File: src/rtl/shift_sequencer_pkg.sv
// Shared types for the shift sequencer: ALU op encodings,
// sequencer states and the shift-op classifier.
package shift_sequencer_pkg;

  localparam int MC_ALUOp_t_BITS = 5;
  localparam int SHIFT_COUNT_W = 5;

  typedef logic [MC_ALUOp_t_BITS-1:0] mc_aluop_t;

  localparam mc_aluop_t ALUOp_ADD = 5'd0;
  localparam mc_aluop_t ALUOp_SUB = 5'd1;
  localparam mc_aluop_t ALUOp_AND = 5'd2;
  localparam mc_aluop_t ALUOp_OR  = 5'd3;
  localparam mc_aluop_t ALUOp_XOR = 5'd4;
  localparam mc_aluop_t ALUOp_SHR = 5'd8;
  localparam mc_aluop_t ALUOp_SHL = 5'd9;
  localparam mc_aluop_t ALUOp_SAR = 5'd10;
  localparam mc_aluop_t ALUOp_ROR = 5'd11;
  localparam mc_aluop_t ALUOp_ROL = 5'd12;
  localparam mc_aluop_t ALUOp_RCL = 5'd13;
  localparam mc_aluop_t ALUOp_RCR = 5'd14;

  typedef enum logic [1:0] {
    ST_IDLE,
    ST_RUN,
    ST_DONE
  } seq_state_t;

  function automatic logic is_shift_op(mc_aluop_t op);
    return op inside {ALUOp_SHR, ALUOp_SHL, ALUOp_SAR,
                      ALUOp_ROR, ALUOp_ROL, ALUOp_RCL,
                      ALUOp_RCR};
  endfunction

endpackage

File: src/rtl/shift_sequencer.sv
// Multi-bit shift/rotate sequencer: drives the ALU one bit
// per cycle, feeding each registered result back as operand.
module shift_sequencer
  import shift_sequencer_pkg::*;
#(
  parameter int COUNT_WIDTH = 5,
  parameter int WIDTH = 16
) (
  input  logic                       clk,
  input  logic                       reset_n,
  input  logic                       start,
  input  logic                       flush,
  input  logic [MC_ALUOp_t_BITS-1:0] op,
  input  logic                       is_8_bit,
  input  logic [WIDTH-1:0]           operand,
  input  logic [COUNT_WIDTH-1:0]     count,
  input  logic [15:0]                flags_in,
  output logic                       busy,
  output logic                       done,
  output logic                       bad_op,
  output logic [WIDTH-1:0]           result,
  output logic [15:0]                flags_out,
  output logic [WIDTH-1:0]           alu_a,
  output logic [MC_ALUOp_t_BITS-1:0] alu_op,
  output logic                       alu_is_8_bit,
  output logic [15:0]                alu_flags_in,
  output logic [4:0]                 alu_shift_count,
  output logic                       alu_multibit_shift,
  input  logic [WIDTH-1:0]           alu_out,
  input  logic [15:0]                alu_flags_out
);

  seq_state_t state, state_nx;

  logic [WIDTH-1:0]       work_r;
  logic [15:0]            flags_r;
  logic [COUNT_WIDTH-1:0] rem_r;
  mc_aluop_t              op_r;
  logic                   is8_r;
  logic                   bad_r;

  logic launch;
  assign launch = (state == ST_IDLE) && start && !flush;

  always_ff @(posedge clk or negedge reset_n) begin
    if (!reset_n) state <= ST_IDLE;
    else          state <= state_nx;
  end

  always_comb begin
    state_nx = state;
    if (flush) begin
      state_nx = ST_IDLE;
    end else begin
      unique case (state)
        ST_IDLE:
          if (start)
            state_nx = (count == '0 || !is_shift_op(op))
                     ? ST_DONE : ST_RUN;
        ST_RUN:
          if (rem_r == COUNT_WIDTH'(1)) state_nx = ST_DONE;
        ST_DONE: state_nx = ST_IDLE;
        default: state_nx = ST_IDLE;
      endcase
    end
  end

  // RUN is only entered with rem_r >= 1, so the decrement never wraps
  always_ff @(posedge clk or negedge reset_n) begin
    if (!reset_n) begin
      work_r  <= '0;
      flags_r <= '0;
      rem_r   <= '0;
      op_r    <= '0;
      is8_r   <= 1'b0;
      bad_r   <= 1'b0;
    end else if (launch) begin
      work_r  <= operand;
      flags_r <= flags_in;
      rem_r   <= count;
      op_r    <= op;
      is8_r   <= is_8_bit;
      bad_r   <= !is_shift_op(op);
    end else if (state == ST_RUN && !flush) begin
      work_r  <= alu_out;
      flags_r <= alu_flags_out;
      rem_r   <= rem_r - COUNT_WIDTH'(1);
    end
  end

  always_comb begin
    busy      = (state != ST_IDLE);
    done      = 1'b0;
    bad_op    = 1'b0;
    result    = '0;
    flags_out = '0;
    if (state == ST_DONE && !flush) begin
      done      = 1'b1;
      bad_op    = bad_r;
      flags_out = flags_r;
      result    = is8_r
                ? {{(WIDTH-8){1'b0}}, work_r[7:0]}
                : work_r;
    end
  end

  assign alu_a              = work_r;
  assign alu_op             = op_r;
  assign alu_is_8_bit       = is8_r;
  assign alu_flags_in       = flags_r;
  assign alu_shift_count    = SHIFT_COUNT_W'(1);
  assign alu_multibit_shift = 1'b0;

endmodule

File: config.mk
export PLATFORM = sky130hd
export DESIGN_NAME = shift_sequencer
export DESIGN_NICKNAME = d
export VERILOG_FILES = /design/src/rtl/shift_sequencer_pkg.sv /design/src/rtl/shift_sequencer.sv
export SDC_FILE = /design/constraint.sdc
export NUM_CORES = 1
export LEC_CHECK = 0
export BUFFER_PORTS_ARGS = -buffer_cell sky130_fd_sc_hd__buf_4
export CAP_MARGIN = 15
export CORE_UTILIZATION = 45
export DETAILED_ROUTE_END_ITERATION = 16
export PLACE_DENSITY_LB_ADDON = 0.05
export SYNTH_ARGS = -nofsm -noshare
export SYNTH_HDL_FRONTEND = slang
export SYNTH_SLANG_ARGS = --single-unit
File: constraint.sdc
create_clock -name clk -period 3.6 [get_ports clk]
set_input_delay 0.36 -clock clk [delete_from_list [all_inputs] [get_ports clk]]
set_output_delay 0.36 -clock clk [all_outputs]
set_load 0.005 [all_outputs]
## After elaboration in Yosys (flattened, before gate mapping)

Index checks and enable logic that the tools add are counted.

| storage, ports and cells | value |
|---|---|
| flip-flop bits (word level) | 46 |
| latch bits | 0 |
| RAM bits | 0 |
| memory bits (read-only) | 0 |
| output and inout port bits | 79 |
| word-level logic and storage cells | 49 |
| memories kept | 0 |

| operators by class | value |
|---|---|
| $add $sub $neg | 1 |
| $mul | 0 |
| divide/modulo/power cells | 0 |
| $lt $le $gt $ge | 0 |
| eq/ne operators | 12 |
| shift operators | 0 |
| mux-type cells | 16 |
| bitwise operators | 0 |
| reduce and logical (&&, ||, !) cells | 13 |

Operator list:

| operator | count |
|---|---|
| 16-bit 2-to-1 mux | 7 |
| 5-bit by 4-bit equality test with 1-bit output, second input constant | 7 |
| 5-bit 2-to-1 mux | 2 |
| 2-bit 2-to-1 mux | 4 |
| 7-bit nonzero test | 1 |
| 3-bit != test, second input constant | 2 |
| 5-bit by 1-bit equality test with 1-bit output, second input constant | 1 |
| 5-bit zero test | 1 |
| 5-bit by 1-bit subtractor with 5-bit output, second input constant | 1 |
| 1-bit logical AND | 4 |
| 2-bit case mux with 2 select lines | 1 |
| 2-bit nonzero test | 2 |
| 2-bit by 1-bit equality test with 1-bit output, second input constant | 1 |
| 2-bit equality test, second input constant | 1 |
| 1-bit zero test | 2 |
| 2-bit zero test | 1 |
| 1-bit 2-to-1 mux | 2 |
| 2-bit AND reduction | 1 |
| 1-bit logical OR | 1 |

## Logic depth before layout (Yosys ltp)

Gate-level depths: netlist of the first run.

| logic depth | value |
|---|---|
| word-level depth | 8 |
| mapped depth | 6 |
| depth with buffers taken out | 6 |

## Worst setup path before layout of the first run

OpenSTA, ideal clock, no wires.

| timing | value |
|---|---|
| kind | reg-to-output |
| start | register state[1] |
| end | output flags_out[0] |
| data arrival time | 1,140 ps |
| required time | 3,240 ps |
| path slack | 2,100 ps |
| cell stages (with the launch flop) | 4 |
| buffers on the path | 1 |
| cells stage by stage | dfrtp_1 > nor3b_2 > clkbuf_1 > and2_1 |

| on the way | value |
|---|---|
| cells in the longest elaborated chain, start to end | 3 |

Ends and longest elaborated chain:

| item | RTL line | text |
|---|---|---|
| start, declared | shift_sequencer.sv:33 | `seq_state_t state, state_nx;` |
| start signal, assigned | shift_sequencer.sv:47 | `else state <= state_nx;` |
| 2-bit equality test | shift_sequencer.sv:97 | `if (state == ST_DONE && !flush) begin` |
| 1-bit logical AND | shift_sequencer.sv:97 |  |
| 16-bit 2-to-1 mux | shift_sequencer.sv:97 |  |
| end, declared | shift_sequencer.sv:22 | `output logic [15:0] flags_out,` |

Every way passes these cells.

## Worst setup path after layout of the first run

| timing | value |
|---|---|
| start | register state[1] |
| end | output result[15] |

| on the way | value |
|---|---|
| cells in the longest elaborated chain, start to end | 3 |

Ends and longest elaborated chain:

| item | RTL line | text |
|---|---|---|
| 2-bit equality test | shift_sequencer.sv:97 |  |
| 1-bit logical AND | shift_sequencer.sv:97 |  |
| 16-bit 2-to-1 mux | shift_sequencer.sv:97 |  |
| end, declared | shift_sequencer.sv:21 | `output logic [WIDTH-1:0] result,` |

Every way passes these cells.

==> summary.txt, run 1 <==
Clocking
  – Number of H-tree levels: 2
  – Post-CTS Setup Repair Bufs: 0
  – Number of resized instances in the post-cts repair step: 0
  – Worst-Skew Late Latency: 0.29 ns
  – Clock tree from TritonCTS: yes
  – Root Buffer Master: clkbuf_8
  – Number of sinks driven by the clock tree: 46
  – Number of CTS-inserted buffers: 5
  – Number of buffers inserted for hold repair after clock tree synthesis: 0
  – CTS clk-pin slew, worst paths: 0.08 ns
  – Maximum count of clock buffers along a single path: 2

Worst setup path
  – Endpoint required time on the critical path: 3.24 ns
  – Category of the critical setup timing path: reg -> out
  – Category of the worst setup path capture point: output port
  – Maximum fanout along the worst path: 27
  – Crit path arrival time: 1.88 ns
  – Launching element type of the critical path: flip-flop

Yosys
  – EDFF count, synth: 0
  – Syn Inst Count: 245
  – Cell taking the most area after synthesis: dfrtp_1
  – Library cells used by synthesis: 33
  – Post-synth design cell area: 2337 um2
  – Largest cells by area after synthesis: dfrtp_1, nand2_1, a22oi_1
  – Portion of synthesized cell area occupied by the leading cell type: 0.4925
  – Async SR Flop Fraction: 1.000
  – Register bit count reported by yosys: 46
  – Mean instance size in the synthesized netlist: 9.540 um2
  – Seq/Total Area, Yosys: 0.4925
  – Synthesis Warnings: 0
  – Most instantiated flip-flop cell in the synthesis netlist: dfrtp_1

Global routing
  – Largest net degree at the start of global routing: 48
  – First-pass GRT wire length: 10160 um
  – Sum of overflow across all layers after global routing: 0
  – Initial antenna violation count: 0
  – Global routing usage summed across all routing layers: 0.2433
  – Number of global-route vias before repair: 2233

Floorplanning
  – Std cell rows: 25
  – Std-Cell Core Area: 4848 um2
  – Die area: 5486 um2
  – Floorplan die width: 74.07 um
  – Top-level I/O count: 158
  – Height of the chip: 74.07 um
  – Starting density of the core: 0.4821

STA
  – Worst clock skew: 0.006148 ns
  – Total count of max-transition violations in the final report: 0
  – Worst slew slack as a fraction of its limit: 0.6165
  – Least-Margin Pin Slew: 0.5752 ns
  – Share of the clock period used by the worst path: 0.6233
  – Fmax achieved: 0.4456 GHz
  – RSZ-0062 raised after global routing: no
  – Setup-violating endpoint count in the final report: 0
  – Final hold viol count: 0
  – Time the worst path needs with I/O delays and setup: 2.244 ns
  – Accumulated negative setup slack: 0 ns

Detailed routing
  – DRC violation count after routing: 0
  – Number of detailed-routing iterations run before antenna repair: 4
  – Total number of vias: 2292
  – Detailed-route wire length per cell: 14.03 um
  – Met1 wire length: 2586 um
  – WL met3: 502 um
  – Antenna-violating nets left: 0
  – Final WL: 6440 um
  – Met2 wire len: 3185 um
  – Via count normalized by instance count: 4.993
  – Initial DRC Count: 181
  – Top routing layer in use: met4

Cells and area
  – Synthesis-to-layout area growth: 53.27%
  – Ratio of cells with drive above 1 in the final layout: 0.4439
  – Finished Cell Area: 3582 um2
  – Count of filler cells inserted in the layout: 393
  – Number of nets at the end of the flow: 472
  – Number of antenna diodes: 0

Pwr
  – Static Leak: 1.916 nW
  – P per Cell Area: 421.3 nW/um2
  – Worst-case vdd ir drop: 0.2885 mV

Place
  – Post-placement cell area: 3473 um2
  – HPWL Detailed: 4765 um
  – Number of input and output port buffers inserted: 151
  – Routability-driven placement congestion ratio: 0.8141

Run status
  – Result of the run: complete, no violations

Run
  – Max_cap viols: 0

Min path
  – Path class of the lowest-slack min-delay path: in -> async
[per-stage QoR]
| stage | hold slack, ns | power [mW] | instances | util | worst slack [ns] |
|---|---|---|---|---|---|
| floorplan | 0.06441 | 0.8702 | 249 | - | 2.100 |
| global placement | 0.3975 | 1.135 | 451 | 0.7164 | 1.720 |
| detailed placement | 0.3996 | 1.147 | 451 | 0.7164 | 1.671 |
| CTS | 0.07910 | 1.520 | 459 | 0.7388 | 1.346 |
| global route | 0.09721 | 1.605 | 459 | 0.7388 | 1.217 |
| finish | 0.06406 | 1.509 | 459 | 0.7388 | 1.356 |
[final timing paths]
check / startpoint / slack, ns / cells past startpoint / end
setup / recovery: state[1]$_DFFE_PN0P_ / 1.36 / 5 / result[15]
hold / removal: reset_n / 0.06 / 1 / alu_a[8]$_DFFE_PN0P_
setup reg to reg: state[0]$_DFFE_PN0P_ / 1.82 / 3 / alu_op[3]$_DFFE_PN0P_
hold reg to reg: alu_a[7]$_DFFE_PN0P_ / 0.50 / 2 / alu_a[7]$_DFFE_PN0P_
max in group asynchronous: reset_n / 3.15 / 1 / alu_flags_in[2]$_DFFE_PN0P_
min in group clk: alu_out[5] / 0.28 / 3 / alu_a[5]$_DFFE_PN0P_
[cell usage in the layout (no fill, tap or decap)]
master	synthesis	routed
a22oi_1	33	33
and2_1	33	33
nor2_1	4	4
o32a_1	1	1
nand2_1	72	72
o211ai_1	1	1
nor4_1	1	1
nor4b_4	1	1
inv_1	4	4
nor3_1	1	1
ha_1	2	2
nor3b_2	2	1
a311oi_1	1	1
or2_2	1	1
buf_4	11	155
nor2_2	1	1
o31a_1	1	1
bufinv_16	0	1
and2b_1	1	1
o31ai_1	1	1
clkbuf_8	0	5
conb_1	2	6
o41ai_1	1	1
nand3b_1	1	1
mux2_2	6	6
clkinv_2	0	2
a21oi_1	1	1
dfrtp_1	46	46
a221o_1	2	2
o21ai_1	2	2
a32oi_1	1	1
o2bb2ai_1	1	1
nor3b_4	0	1
or4_1	1	1
[logic make-up (layout without fill, tap and decap cells)]
family / after synthesis / count (layout) / share of synthesized area
multiplexers: 6 / 6 / 0.02891
AO/OA/AOI/OAI: 46 / 46 / 0.1504
buffers and inverters: 24 / 167 / 0.06316
flip-flops: 46 / 46 / 0.4925
adder cells (fa/ha/maj): 2 / 2 / 0.01070
other: 2 / 6 / 0.003213
AND/OR/NAND/NOR: 119 / 119 / 0.2511
[layer usage]
metal / up-vias / track usage
li1: 1116 / -
met1: 1045 / 0.2984
met2: 117 / 0.4202
met3: 14 / 0.05556
met4: 0 / 0.08761
met5: - / 0
[critical path, stage by stage, from the launching register on]
cell and delay, ns:
dfrtp_1 0.51, nor3b_2 0.22, buf_4 0.28, and2b_1 0.30, and2_1 0.16, buf_4 0.11
[report_power, final]
group	total (mW)	switching (mW)	internal (mW)
Sequential	0.711	0.0893	0.622
Clock	0.376	0.172	0.205
Combinational	0.422	0.169	0.253
Total	1.51	0.430	1.08
[sequential cells by signal (all words and copies together) (netlist names)]
name,cells
alu_a,16
state,2
alu_is_8_bit,1
bad_r,1
rem_r,5
alu_op,5
alu_flags_in,16
[Yosys cell counts, drive strengths merged (2+ instances only)]
master	count
o21ai	2
inv	4
mux2	6
and2	33
conb	2
nand2	72
dfrtp	46
ha	2
nor3b	2
buf	19
nor2	5
a221o	2
a22oi	33
[final cells by class]
class                           count  area, um2  area share
Clock inverter                      3      40.04     0.01118
Timing Repair Buffer              155       1164      0.3248
Sequential cell                    46       1151      0.3213
Clock buffer                        5      68.82     0.01921
Inverter                            4      15.01    0.004191
Tap cell                           67      83.83     0.02340
Multi-Input combinational cell    179       1060      0.2958
Power figures use the tool's default switching activity.
==> inputs of run 2 (changes only) <==
CORE_UTILIZATION = 38   (was 45)
clock period = 2 ns   (was 3.6 ns; I/O delays follow)
==> summary.txt, run 2 (synthesis results as in run 1) <==
Place
  – HPWL Detailed: 4785 um (was 4765 um)
  – Number of input and output port buffers inserted: 151 (unchanged)
  – Dpl cells: 460 (was 451)
  – Routability-driven placement congestion ratio: 0.8317 (was 0.8141)
  – Dpl ws: 0.03513 ns (was 1.671 ns)
  – Post-placement cell area: 3491 um2 (was 3473 um2)

Floorplanning
  – Die area: 6468 um2 (was 5486 um2)
  – Top-level I/O count: 158 (unchanged)
  – Starting density of the core: 0.3948 (was 0.4821)
  – Floorplan die width: 80.43 um (was 74.07 um)
  – Height of the chip: 80.43 um (was 74.07 um)
  – Std cell rows: 28 (was 25)
  – Std-Cell Core Area: 5921 um2 (was 4848 um2)

Clocking
  – Number of H-tree levels: 2 (unchanged)
  – CTS clk-pin slew, worst paths: 0.08 ns (about the same)
  – Post-CTS Setup Repair Bufs: 0 (unchanged)
  – Root Buffer Master: clkbuf_8 (unchanged)
  – Maximum count of clock buffers along a single path: 2 (unchanged)
  – Number of sinks driven by the clock tree: 46 (unchanged)
  – Clock tree from TritonCTS: yes (unchanged)
  – Number of CTS-inserted buffers: 5 (unchanged)
  – Worst-Skew Late Latency: 0.29 ns (about the same)

Min path
  – Path class of the lowest-slack min-delay path: in -> reg (was in -> async)
  – Hold-critical path endpoint: alu_flags_in[12]$_DFFE_PN0P_
  – Instance count along the most critical hold path: 3
  – Launch point of the worst hold path: alu_flags_out[12]

STA
  – Accumulated negative setup slack: 0 ns (unchanged)
  – Worst slew slack as a fraction of its limit: 0.5880 (was 0.6165)
  – Final WS setup: 0.1846 ns (was 1.356 ns)
  – Worst clock skew: 0.002853 ns (was 0.006148 ns)
  – Least-Margin Pin Slew: 0.6166 ns (was 0.5752 ns)
  – Share of the clock period used by the worst path: 0.9077
  – Fmax achieved: 0.5509 GHz
  – Time the worst path needs with I/O delays and setup: 1.815 ns
  – Total count of max-transition violations in the final report: 0 (unchanged)
  – Setup-violating endpoint count in the final report: 0 (unchanged)
  – Final hold viol count: 0 (unchanged)
  – RSZ-0062 raised after global routing: no (unchanged)

Pwr
  – P per Cell Area: 718.5 nW/um2 (was 421.3 nW/um2)
  – Tot Pwr: 2.577 mW (was 1.509 mW)
  – Static Leak: 1.911 nW (was 1.916 nW)
  – Worst-case vdd ir drop: 0.3341 mV (was 0.2885 mV)

Global routing
  – Number of global-route vias before repair: 2128 (was 2233)
  – Global routing usage summed across all routing layers: 0.2087 (was 0.2433)
  – First-pass GRT wire length: 10160 um (about the same)
  – Largest net degree at the start of global routing: 48 (unchanged)
  – Sum of overflow across all layers after global routing: 0 (unchanged)
  – Initial antenna violation count: 0 (unchanged)

Detailed routing
  – Number of detailed-routing iterations run before antenna repair: 4 (unchanged)
  – Initial DRC Count: 97 (was 181)
  – Total number of vias: 2235 (was 2292)
  – Detailed-route wire length per cell: 13.99 um (was 14.03 um)
  – Via count normalized by instance count: 4.776 (was 4.993)
  – Antenna-violating nets left: 0 (unchanged)
  – Final WL: 6545 um (was 6440 um)
  – DRC violation count after routing: 0 (unchanged)

Worst setup path
  – Capture instance of the worst register-to-register path: alu_is_8_bit$_DFFE_PN0P_ (was alu_op[3]$_DFFE_PN0P_)
  – Category of the worst setup path capture point: flip-flop (was output port)
  – Source of the worst register-to-register timing path: state[0]$_DFFE_PN0P_ (unchanged)
  – Crit path arrival time: 1.99 ns (was 1.88 ns)
  – Launching element type of the critical path: flip-flop (unchanged)
  – Worst reg2reg path depth: 3 (unchanged)
  – Endpoint required time on the critical path: 2.18 ns (was 3.24 ns)
  – Category of the critical setup timing path: reg -> reg (was reg -> out)
  – Register-to-register path setup slack: 0.18 ns (was 1.82 ns)
  – Maximum fanout along the worst path: 47 (was 27)

Cells and area
  – Combined flip-flop and latch cell area: 1152 um2 (was 1151 um2)
  – Count of filler cells inserted in the layout: 547 (was 393)
  – Ratio of cells with drive above 1 in the final layout: 0.4453 (was 0.4439)
  – Area of combinational cells with multiple inputs: 1065 um2 (was 1060 um2)
  – Number of nets at the end of the flow: 474 (was 472)
  – Finished Cell Area: 3586 um2 (was 3582 um2)
  – Number of antenna diodes: 0 (unchanged)
  – Highest-count cells in the layout ignoring fill and taps: buf_4, nand2_1, dfrtp_1 (unchanged)
  – Synthesis-to-layout area growth: 53.43% (was 53.27%)
  – Most frequent standard cell in the layout excluding fill and tap cells: buf_4 (unchanged)
  – Filler-free cell count of the finished design: 468 (was 459)

Run
  – Max_cap viols: 0 (unchanged)

Run status
  – Result of the run: complete, no violations (unchanged)
==> run 2: how the worst max path moves through the flow <==
| stage | startpoint | to | cells after the start |
|---|---|---|---|
| after CTS | state[0]$_DFFE_PN0P_ | alu_flags_in[13]$_DFFE_PN0P_ | 5 |
| final | state[0]$_DFFE_PN0P_ | alu_is_8_bit$_DFFE_PN0P_ | 3 |
| after global routing | state[1]$_DFFE_PN0P_ | result[8] | 4 |
| after floorplan | state[0]$_DFFE_PN0P_ | alu_is_8_bit$_DFFE_PN0P_ | 3 |
| after global placement | state[0]$_DFFE_PN0P_ | alu_a[5]$_DFFE_PN0P_ | 5 |
| after detailed placement | state[0]$_DFFE_PN0P_ | alu_flags_in[13]$_DFFE_PN0P_ | 5 |
==> run 2: what timing repair did <==
action	in CTS	in global routing
resized for setup	0	2
hold buffers	1	0
setup endpoints to repair	0	13
endpoints found under the hold margin	46	0
==> run 2: stage by stage <==
stage / hold slack (ns) / util
6_report: 0.1205 / 0.6057
4_1_cts: 0.1087 / 0.6046
3_3_place_gp: 0.2406 / 0.5896
5_1_grt: 0.1128 / 0.6057
2_1_floorplan: -0.09559 / -
3_5_place_dp: 0.2434 / 0.5896
==> run 2: layout make-up <==
type	instances	share of cell area
flip-flops and latches	46	0.3214
clock buffers	5	0.01919
inverters	4	0.004187
clock inverters	2	0.002791
well taps	75	0.02617
multi-input cells	179	0.2969
repair buffers	157	0.3294
==> run 2: per-layer routing <==
layer / track usage / part of all wire
met3: 0.05455 / 0.084
met5: 0 / 0
met1: 0.2734 / 0.43
met4: 0.05893 / 0.0050
met2: 0.3381 / 0.48
==> run 2: worst max-delay path: stages (launching register included) <==
cell and delay, ns:
dfrtp_1 0.44, nor4b_4 0.34, buf_4 0.50, mux2_2 0.39
==> run 2: where the power goes <==
part           internal (mW)  switching (mW)  total, mW
registers               1.12           0.156       1.28
clock network          0.235           0.297      0.532
logic                  0.459           0.309      0.768
